==> config.mk <==
export PLATFORM = sky130hd
export DESIGN_NAME = apb_slave_cmd_rsp
export DESIGN_NICKNAME = d
export VERILOG_FILES = /design/src/rtl/apb_slave_pkg.sv /design/src/rtl/apb_slave_cmd_rsp.sv
export SDC_FILE = /design/constraint.sdc
export NUM_CORES = 1
export LEC_CHECK = 0
export ABC_AREA = 1
export BUFFER_PORTS_ARGS = -buffer_cell sky130_fd_sc_hd__buf_2
export CELL_PAD_IN_SITES_DETAIL_PLACEMENT = 1
export CELL_PAD_IN_SITES_GLOBAL_PLACEMENT = 1
export CORE_MARGIN = 2
export CORE_UTILIZATION = 30
export CTS_BUF_LIST = sky130_fd_sc_hd__clkbuf_16
export DETAILED_ROUTE_END_ITERATION = 6
export PLACE_DENSITY = 0.76
export SKIP_CTS_REPAIR_TIMING = 1
export SLEW_MARGIN = 20
export SYNTH_ARGS = -nofsm -noshare
export SYNTH_HDL_FRONTEND = slang
export SYNTH_SLANG_ARGS = --single-unit
==> constraint.sdc <==
create_clock -name pclk -period 1.8 [get_ports pclk]
set_input_delay 0 -clock pclk [delete_from_list [all_inputs] [get_ports pclk]]
set_output_delay 0 -clock pclk [all_outputs]
set_load 0.05 [all_outputs]
==> src/rtl/apb_slave_pkg.sv <==
// Shared types for the APB command/response completer.
//   apb_slv_state_t  : transfer FSM encoding
//   TIMEOUT_DISABLED : TIMEOUT_CYCLES value that turns the response timeout off
package apb_slave_pkg;

    typedef enum logic [1:0] {
        IDLE     = 2'd0,
        CMD      = 2'd1,
        WAIT_RSP = 2'd2,
        DONE     = 2'd3
    } apb_slv_state_t;

    localparam int TIMEOUT_DISABLED = 0;

endpackage

==> src/rtl/apb_slave_cmd_rsp.sv <==
// APB completer that forwards each transfer to a backend as a valid/ready
// command and completes the APB access once the backend responds.
// A response timeout completes the access with PSLVERR and arms a drop of
// the late response, so a hung backend cannot stall the bus forever.
//
// Ports:
//   pclk, presetn        clock, async active-low reset
//   s_apb_*              APB completer port (setup/access, pready/prdata/pslverr)
//   cmd_valid/cmd_ready  command handshake; cmd_* hold the captured transfer
//   rsp_valid/rsp_ready  response handshake; rsp_prdata/rsp_pslverr payload
module apb_slave_cmd_rsp
    import apb_slave_pkg::*;
#(
    parameter int ADDR_WIDTH     = 32,
    parameter int DATA_WIDTH     = 32,
    parameter int STRB_WIDTH     = DATA_WIDTH / 8,
    parameter int TIMEOUT_CYCLES = 64
) (
    input  logic                  pclk,
    input  logic                  presetn,

    input  logic                  s_apb_psel,
    input  logic                  s_apb_penable,
    input  logic                  s_apb_pwrite,
    input  logic [2:0]            s_apb_pprot,
    input  logic [ADDR_WIDTH-1:0] s_apb_paddr,
    input  logic [DATA_WIDTH-1:0] s_apb_pwdata,
    input  logic [STRB_WIDTH-1:0] s_apb_pstrb,
    output logic                  s_apb_pready,
    output logic [DATA_WIDTH-1:0] s_apb_prdata,
    output logic                  s_apb_pslverr,

    output logic                  cmd_valid,
    input  logic                  cmd_ready,
    output logic                  cmd_pwrite,
    output logic [ADDR_WIDTH-1:0] cmd_paddr,
    output logic [DATA_WIDTH-1:0] cmd_pwdata,
    output logic [STRB_WIDTH-1:0] cmd_pstrb,
    output logic [2:0]            cmd_pprot,

    input  logic                  rsp_valid,
    output logic                  rsp_ready,
    input  logic [DATA_WIDTH-1:0] rsp_prdata,
    input  logic                  rsp_pslverr
);

    // Counter keeps at least one bit so a disabled timeout still elaborates.
    localparam bit TO_EN = (TIMEOUT_CYCLES != TIMEOUT_DISABLED);
    localparam int TW    = TO_EN ? $clog2(TIMEOUT_CYCLES + 1) : 1;
    localparam logic [TW-1:0] TO_LAST = TO_EN ? TW'(TIMEOUT_CYCLES - 1) : '0;

    apb_slv_state_t        state;
    logic                  drop_pending;
    logic [TW-1:0]         to_cnt;

    logic                  pready_q;
    logic [DATA_WIDTH-1:0] prdata_q;
    logic                  pslverr_q;

    logic                  setup;
    logic                  cmd_hs;
    logic                  timed_out;

    always_comb begin
        setup     = s_apb_psel && !s_apb_penable;
        // Commands are held back while a timed-out response is still owed.
        cmd_valid = (state == CMD) && !drop_pending;
        rsp_ready = (state == WAIT_RSP) || drop_pending;
        cmd_hs    = cmd_valid && cmd_ready;
        timed_out = TO_EN && (to_cnt == TO_LAST);
    end

    always_ff @(posedge pclk or negedge presetn) begin
        if (!presetn) begin
            state        <= IDLE;
            drop_pending <= 1'b0;
            to_cnt       <= '0;
            cmd_pwrite   <= 1'b0;
            cmd_paddr    <= '0;
            cmd_pwdata   <= '0;
            cmd_pstrb    <= '0;
            cmd_pprot    <= '0;
            pready_q     <= 1'b0;
            prdata_q     <= '0;
            pslverr_q    <= 1'b0;
        end else begin
            // The stale response of a timed-out transfer is swallowed here.
            // drop_pending is never set while in WAIT_RSP, so this cannot
            // steal a live response.
            if (drop_pending && rsp_valid)
                drop_pending <= 1'b0;

            case (state)
                IDLE: begin
                    if (setup) begin
                        cmd_pwrite <= s_apb_pwrite;
                        cmd_paddr  <= s_apb_paddr;
                        cmd_pwdata <= s_apb_pwdata;
                        cmd_pstrb  <= s_apb_pstrb;
                        cmd_pprot  <= s_apb_pprot;
                        state      <= CMD;
                    end
                end
                CMD: begin
                    if (cmd_hs) begin
                        to_cnt <= '0;
                        state  <= WAIT_RSP;
                    end
                end
                WAIT_RSP: begin
                    // A response arriving on the timeout cycle still wins.
                    if (rsp_valid) begin
                        prdata_q  <= cmd_pwrite ? '0 : rsp_prdata;
                        pslverr_q <= rsp_pslverr;
                        pready_q  <= 1'b1;
                        state     <= DONE;
                    end else if (timed_out) begin
                        prdata_q     <= '0;
                        pslverr_q    <= 1'b1;
                        pready_q     <= 1'b1;
                        drop_pending <= 1'b1;
                        state        <= DONE;
                    end else begin
                        to_cnt <= to_cnt + TW'(1);
                    end
                end
                DONE: begin
                    pready_q  <= 1'b0;
                    prdata_q  <= '0;
                    pslverr_q <= 1'b0;
                    state     <= IDLE;
                end
                default: state <= IDLE;
            endcase
        end
    end

    assign s_apb_pready  = pready_q;
    assign s_apb_prdata  = prdata_q;
    assign s_apb_pslverr = pslverr_q;

`ifndef SYNTHESIS
    // Requester must keep psel up until pready; the FSM finishes regardless.
    a_psel_held: assert property (
        @(posedge pclk) disable iff (!presetn)
        (state == CMD || state == WAIT_RSP) |-> s_apb_psel
    );
`endif

endmodule

==> results of run 1 <==
[registers in the layout (all words and copies together), names as in the netlist, 2 cells and up]
| signal | count |
|---|---|
| cmd_pwdata | 32 |
| cmd_pstrb | 4 |
| s_apb_prdata | 32 |
| cmd_paddr | 32 |
| to_cnt | 7 |
| state | 2 |
| cmd_pprot | 3 |
[layer usage]
layer  wire length, microns  up-vias  share of wire
li1                       -     2154              -
met1                   6608     2305           0.37
met2                   9886      162           0.55
met3                    866       43          0.049
met4                    485        0          0.027
met5                      0        -              0
[worst max path at each step]
stage                                        endpoint  slack (ps)  cells after the start
final                       cmd_paddr[25]$_DFFE_PN0P_          80                      5
after global routing            to_cnt[6]$_DFFE_PN0P_         -20                      8
after CTS                 s_apb_prdata[3]$_DFFE_PN0P_         -20                      9
after detailed placement  s_apb_prdata[3]$_DFFE_PN0P_          30                      9
after global placement          to_cnt[6]$_DFFE_PN0P_         110                      9
after floorplan              cmd_paddr[0]$_DFFE_PN0P_         290                      5
[cell usage in the layout, fill, tap and decap left out]
cell,n
nor2_2,2
clkinvlp_4,2
or2_2,1
dfrtp_2,1
nor2_4,1
clkbuf_16,18
buf_12,4
ha_2,2
o21bai_1,1
dlygate4sd3_1,106
buf_2,217
clkinv_2,1
nand3_1,12
a21oi_1,2
diode_2,1
nand2_1,95
inv_2,1
inv_6,8
xor2_1,2
inv_1,43
nand3b_1,1
ha_1,4
nand2_2,4
nor2_1,37
mux2_2,72
o21ai_0,6
clkinv_4,2
dfrtp_1,115
nand3_2,31
bufinv_16,2
nand2_4,2
nand3_4,1
buf_4,12
o21ai_1,2
xnor2_1,1
[final cells by class]
class,count,area [sq um],share of cell area
diodes,1,2.502,0.0003042
inverters,44,165.2,0.02008
clock inverters,15,167.7,0.02038
clock buffers,17,425.4,0.05172
multi-input cells,279,1943,0.2362
well taps,220,275.3,0.03347
flip-flops and latches,116,2904,0.3531
repair buffers,340,2342,0.2848
[through the flow]
step | power, uW | cells | setup slack, ps
final | 16660 | 1032 | 76.53
after global routing | 17480 | 1032 | -23.52
after CTS | 16400 | 923 | -23.79
after detailed placement | 12890 | 891 | 31.85
after global placement | 12590 | 891 | 114.1
after floorplan | 10700 | 459 | 290.4
[cells by family after synthesis]
| logic type | after synthesis | share of synthesized area |
|---|---|---|
| simple gates | 186 | 0.1813 |
| flops | 116 | 0.5646 |
| buf+inv | 65 | 0.06547 |
| compound gates | 11 | 0.01120 |
| xor+xnor | 3 | 0.005112 |
| mux | 72 | 0.1577 |
| fa+ha+maj | 6 | 0.01460 |
[power by group]
part,total (uW),internal (uW),switching (uW),leakage [uW]
Clock,3440,2070,1370,0.000286
Combinational,8760,2340,6420,0.00253
Sequential,4460,3780,685,0.00144
Total,16700,8200,8470,0.00426
[worst max-delay path: cells and delay by family, from the launching register on]
family	cells	cell delay [ps]
buffers and inverters	2	350
AND/OR/NAND/NOR	1	220
adder cells (fa/ha/maj)	1	260
multiplexers	1	350
flip-flops	1	410
==> metrics.csv, run 1 <==
metric;value;unit
n_fill_cell;1847;
synth_cell_type_count;23;
rows;47;
ir_drop;1.128;mV
dpl_cell_area;6511;sq um
synthFlopType;dfrtp_1;
ff2ff_path_depth;5;
synth_most_common_cell;dfrtp_1;
grt_use_total;0.1617;
htree_levels;4;
cp_max_fo;16;
hp-class;primary input to register;
slowest_delay;410;ps
cts_tree;done;
finalInstanceArea;8225;sq um
grt_pass1_vias;4717;
clk_latency;410;ps
ys_warn_count;0;
drtIter0Drc;156;
drtAntennaViolNets;0;
io_buffers;218;
violations;hold timing;
yosys_register_bits;116;
crit_chain;inv_1, ha_1, nand2_4, clkbuf_16, mux2_2;
die_area;18200;sq um
power.leakage;0.004259;uW
drive_above_1_share;0.4735;
final_nets;915;
relSlewSlack;0.5714;
grt_use_met2;0.2947;
power_density;2026;nW/um^2
synth_top_area_share;0.5646;
netlist_instances;459;
clkTransAtPathRegs;60;ps
syn-cell-area;5141;sq um
drt-vias-per-instance;4.519;
post-dp-hpwl;10680;microns
critical_path_class;register to register;
grt.met1_usage;0.1762;
finClkSkew;6.704;ps
utilization;0.4942;
crit_path_start_kind;register;
min_period;1723;ps
gp_congestion;0.7707;
cp_slowest_cell;dfrtp_1;
synth_nets;576;
grt_max_degree;117;
fmax;580.2;MHz
overflow;0;
critPathRequiredTime;2100;ps
min-delay-start;rsp_pslverr;
synth_top_cell_by_area;dfrtp_1;
vias;4664;
end_kind;register;
core_area;16640;sq um
yosysSeqAreaShare;0.5646;
worstMarginPinSlew;642.9;ps
r2r-end;cmd_paddr[25]$_DFFE_PN0P_;
drcViolationCount;0;
synth_common_cells;116 x dfrtp_1, 97 x nand2_1, 72 x mux2_2;
cap_violations;0;
busiest_layer;met2;
worstPathArrival;2020;ps
hold_depth;5;
final_hold_viol_count;1;
cts_sinks;116;
cts-root-buf;clkbuf_16;
synth_edf_count;0;
area_delta_synth_final;59.99;%
holdWs;-33.37;ps
crit_start;state[0]$_DFFE_PN0P_;
use_met3;0.04204;
initial_core_util;0.3089;
ys_top_cells_by_area;dfrtp_1 56%, mux2_2 16%, nand2_1 7.1%, nand3_2 6.0%, inv_1 3.1%;
wl_per_cell;17.29;microns
die-height;134.9;microns
fin_crit_sh;0.9575;
dr.pass1.iters;4;
routed_wl;17850;microns
status;finished with violations;
die_w;134.9;microns
min_to;s_apb_pslverr$_DFFE_PN0P_;
numCtsBuffers;17;
setup_viol;0;
io_pins;219;
r2r-start;state[0]$_DFFE_PN0P_;
grt_first_pass_wirelength;23170;microns
antenna_found_initial;1;
tns;0;ps
drv_slew;0;
clk_path_buf_depth;2;
rrSetupSlack;80;ps
avgSynthCellArea;11.20;sq um
ys_async_sr_fraction;1.000;
Power figures use the tool's default switching activity.
==> run 2, diff against run 1 <==
Settings changed: REMOVE_ABC_BUFFERS set to 1.
==> metrics.csv, run 2 (synthesis results as in run 1) <==
metric;value;unit
status;finished with violations;
violations;hold timing;
antenna_found_initial;0;
critical_path_class;register to register;
grt.met1_usage;0.1637;
io_pins;219;
routed_wl;17780;microns
setup_ws;100.5;ps
grt_first_pass_wirelength;23250;microns
cts_sinks;116;
area_delta_synth_final;59.97;%
numCtsBuffers;17;
cp_max_fo;23;
hold_depth;5;
utilization;0.4942;
end_kind;register;
busiest_layer;met2;
fin_cells;1031;
antenna_cells;0;
crit_path_start_kind;register;
clk_path_buf_depth;2;
die_w;134.9;microns
drt-vias-per-instance;4.461;
setup_viol;0;
min-delay-start;rsp_pslverr;
initial_core_util;0.3089;
power_density;2024;nW/um^2
htree_levels;4;
io_buffers;218;
wl_per_cell;17.24;microns
mostFrequentLayoutCell;buf_2;
crit_chain;inv_1, ha_1, nand2_4, buf_12, mux2_2;
relSlewSlack;0.6350;
power.leakage;0.004257;uW
min_to;s_apb_pslverr$_DFFE_PN0P_;
final_nets;916;
cts_tree;done;
fin_crit_sh;0.9441;
holdWs;-4.295;ps
grt_use_met2;0.3136;
finClkSkew;10.70;ps
clk_latency;410;ps
use_met3;0.03904;
die_area;18200;sq um
drcViolationCount;0;
grt_use_total;0.1631;
slowest_delay;410;ps
drtIter0Drc;97;
ff2ff_path_depth;5;
overflow;0;
ir_drop;0.9748;mV
place_ws;22.35;ps
clkTransAtPathRegs;50;ps
grt_max_degree;77;
r2r-end;cmd_paddr[26]$_DFFE_PN0P_;
post-dp-hpwl;11020;microns
hp-class;primary input to register;
cts-root-buf;clkbuf_16;
grt_pass1_vias;4717;
rrSetupSlack;100;ps
core_area;16640;sq um
drive_above_1_share;0.4710;
worstPathArrival;1980;ps
vias;4599;
gp_congestion;0.7564;
rows;47;
dr.pass1.iters;4;
worstMarginPinSlew;547.5;ps
drv_slew;0;
die-height;134.9;microns
cap_violations;0;
fmax;588.4;MHz
placed_cells;894;
cp_slowest_cell;dfrtp_1;
final_hold_viol_count;1;
tns;0;ps
min_period;1699;ps
drtAntennaViolNets;0;
r2r-start;state[0]$_DFFE_PN0P_;
critPathRequiredTime;2090;ps
layout.cells.most_common_list;217 x buf_2, 116 x dfrtp_1, 106 x dlygate4sd3_1;
-- run 2: changes by cell type in the layout (fill, tap and decap cells not counted), sizes merged --
cell      change
inv           -7
clkinv        +4
buf           +3
bufinv        +1
clkbuf        -1
clkinvlp      +1
diode         -1
nand2         -1
-- run 2: cell type report --
cell class | instances | area (sq um)
timing repair buffer | 342 | 2352
tap | 220 | 275.3
sequential | 116 | 2903
clock inverter | 14 | 161.4
clock buffer | 17 | 425.4
multi-input combinational | 278 | 1942
fill | 1858 | 8418
inverter | 44 | 165.2
-- run 2: per-stage QoR --
stage	hold WS, ps	total power, uW	instance area (sq um)
4_1_cts	-385.5	16420	7128
6_report	-4.295	16650	8224
3_5_place_dp	55.76	12960	6541
3_3_place_gp	49.77	12640	6541
5_1_grt	31.93	17450	8224
2_1_floorplan	-295.6	10490	4970
-- run 2: critical path, delay by kind of cell, from the launching register on --
| kind | cells | cell delay [ps] |
|---|---|---|
| adders and majority gates | 1 | 260 |
| buffers and inverters | 2 | 340 |
| muxes | 1 | 360 |
| DFF | 1 | 410 |
| and+or+nand+nor | 1 | 200 |
-- run 2: worst max path at each step --
stage                     startpoint                            to
2_1_floorplan   state[0]$_DFFE_PN0P_      cmd_paddr[0]$_DFFE_PN0P_
3_3_place_gp    state[0]$_DFFE_PN0P_     cmd_paddr[15]$_DFFE_PN0P_
3_5_place_dp    state[0]$_DFFE_PN0P_         to_cnt[0]$_DFFE_PN0P_
4_1_cts         state[0]$_DFFE_PN0P_         to_cnt[0]$_DFFE_PN0P_
5_1_grt        to_cnt[1]$_DFFE_PN0P_  s_apb_prdata[14]$_DFFE_PN0P_
6_report        state[0]$_DFFE_PN0P_     cmd_paddr[26]$_DFFE_PN0P_
-- run 2: power by group --
group	leakage [uW]	internal (uW)	switching (uW)	total [uW]
registers	0.00145	3780	685	4460
clock network	0.000280	2150	1220	3370
logic	0.00253	2370	6440	8810
total	0.00426	8300	8340	16600
-- run 2: per-layer routing --
metal	up-vias	share of wire
met3	34	0.037
met2	122	0.59
met4	0	0.024
met1	2295	0.35
li1	2148	-
met5	-	0
==> run 3, diff against run 2 <==
Settings changed: ABC_AREA 1 to not set, HOLD_SLACK_MARGIN set to 0.08, PLACE_DENSITY 0.76 to 0.75.
==> metrics.csv, run 3 <==
metric;value;unit
status;finished with violations;
violations;setup timing;
yosysSeqAreaShare;0.5940;
finalInstanceArea;8198;sq um
initial_core_util;0.3077;
antenna_cells;0;
cts_tree;done;
cap_violations;0;
mostFrequentLayoutCell;buf_2;
final_nets;834;
fmax;555.3;MHz
routed_wl;17910;microns
place_ws;-109.4;ps
syn-cell-area;4887;sq um
holdWs;78.39;ps
cts_sinks;116;
power.leakage;0.004077;uW
die_area;17330;sq um
synth_top_area_share;0.5940;
end_kind;register;
vias;4274;
yosys.area_share.simple;0.05607;
synth_top_cell_by_area;dfrtp_1;
dpl_cell_area;6322;sq um
rows;46;
layout.cells.most_common_list;216 x buf_2, 116 x dfrtp_1, 107 x dlygate4sd3_1;
drive_above_1_share;0.4863;
internal-power;8719;uW
power_density;2002;nW/um^2
grt_pass1_vias;4366;
relSlewSlack;0.6953;
min_period;1801;ps
synthFlopType;dfrtp_1;
io_buffers;218;
dr.pass1.iters;4;
n_fill_cell;1728;
clk_latency;410;ps
drtAntennaViolNets;0;
crit_buf_inv;4;
die-height;131.6;microns
r2r-start;state[0]$_DFFE_PN0P_;
worstPathArrival;2110;ps
gp_congestion;0.8003;
synth_fa_ha_area_frac;0.01536;
multiInputGateArea;1809;sq um
fin_crit_sh;1.000;
fin_cells;946;
avgSynthCellArea;13.24;sq um
drv_slew;0;
htree_levels;4;
synth_most_common_cell;dfrtp_1;
cp_max_fo;16;
crit_top_cell;buf_12;
synth_edf_count;0;
core_area;15890;sq um
slowest_delay;420;ps
post-dp-hpwl;10110;microns
synthMuxAreaShare;0.2360;
grt_max_degree;57;
antenna_found_initial;0;
crit_chain;inv_2, ha_2, buf_12, nor2_1, a21oi_4, buf_12, buf_6, mux2i_1;
pwr-share-clk;0.216;
ir_drop;1.197;mV
wl_per_cell;18.93;microns
grt_use_total;0.1583;
grt_first_pass_wirelength;21850;microns
netlist_instances;369;
placed_cells;799;
setup_viol;1;
critPathRequiredTime;2110;ps
utilization;0.5161;
hp-class;primary input to register;
worstMarginPinSlew;455.5;ps
die_w;131.6;microns
synth_top_family_by_area;multiplexers;
min-delay-start;rsp_pslverr;
power_frac_seq;0.264;
ys_async_sr_fraction;1.000;
crit_start;state[0]$_DFFE_PN0P_;
drtIter0Drc;128;
synth_xor_area_frac;0;
regArea;2903;sq um
cts-root-buf;clkbuf_16;
io_pins;219;
worstSetupPathDepth;8;
ys_top_cells_by_area;dfrtp_1 59%, mux2_2 17%, mux2i_1 6.6%, nand2_1 3.1%, inv_1 2.8%;
synth_compound_area_frac;0.05069;
cp_slowest_cell;dfrtp_1;
clk_path_buf_depth;2;
finClkSkew;10.84;ps
yosys_register_bits;116;
drt-vias-per-instance;4.518;
hold_depth;5;
cpLargestDelayFamily;buffers and inverters;
crit_path_start_kind;register;
pwr-share-comb;0.520;
p_sw;7691;uW
final_hold_viol_count;0;
synth_cell_type_count;34;
drcViolationCount;0;
setup_ws;-0.7756;ps
synth_common_cells;116 x dfrtp_1, 74 x mux2_2, 40 x nand2_1;
ff2ff_path_depth;8;
switching_share;0.4687;
ys_warn_count;0;
area_delta_synth_final;67.74;%
numCtsBuffers;17;
overflow;0;
clkTransAtPathRegs;50;ps
critical_path_class;register to register;
run 3: routing by layer:
layer	vias to the layer above	track usage	wire, microns
li1	1949	-	-
met4	0	0.07005	250
met3	17	0.06211	941
met1	2150	0.1648	6604
met2	158	0.2813	10110
met5	-	0	0
run 3: final timing paths:
path	to	slack, ps
max	s_apb_prdata[23]$_DFFE_PN0P_	-0.8
min	s_apb_pslverr$_DFFE_PN0P_	80
max reg2reg	s_apb_prdata[23]$_DFFE_PN0P_	-0.8
min reg2reg	cmd_pwdata[4]$_DFFE_PN0P_	500
max in group asynchronous	to_cnt[1]$_DFFE_PN0P_	780
min in group asynchronous	to_cnt[6]$_DFFE_PN0P_	180
run 3: cell families after synthesis:
family	count (synthesis)
flops	116
compound gates	27
mux	106
buf+inv	54
simple gates	60
fa+ha+maj	6
run 3: final cells by class:
class	instances	share of cell area
Sequential cell	116	0.3541
Timing Repair Buffer	346	0.3005
Multi-Input combinational cell	199	0.2207
Clock buffer	17	0.05189
Tap cell	216	0.03297
Clock inverter	15	0.02289
Inverter	37	0.01694
run 3: worst min-delay path, delay by kind of cell:
| family | cells | cell delay, ps |
|---|---|---|
| compound gates | 3 | 320 |
| buf+inv | 1 | 80 |
| simple gates | 1 | 40 |
run 3: power by group through the flow:
| stage | logic (uW) | registers, uW | clock network, uW |
|---|---|---|---|
| final | 8530 | 4340 | 3540 |
| after global placement | 7560 | 4210 | 0 |
| after global routing | 8910 | 4470 | 3710 |
| after CTS | 7770 | 4260 | 3590 |
| after floorplan | 2210 | 7780 | 0 |
| after detailed placement | 7770 | 4280 | 0 |
run 3: per-stage QoR:
step,power (uW),TNS [ps]
after floorplan,9983,-118630
after global placement,11770,0
after detailed placement,12050,-1125
after CTS,15630,-1410
after global routing,17100,-977.5
final,16410,-0.7756
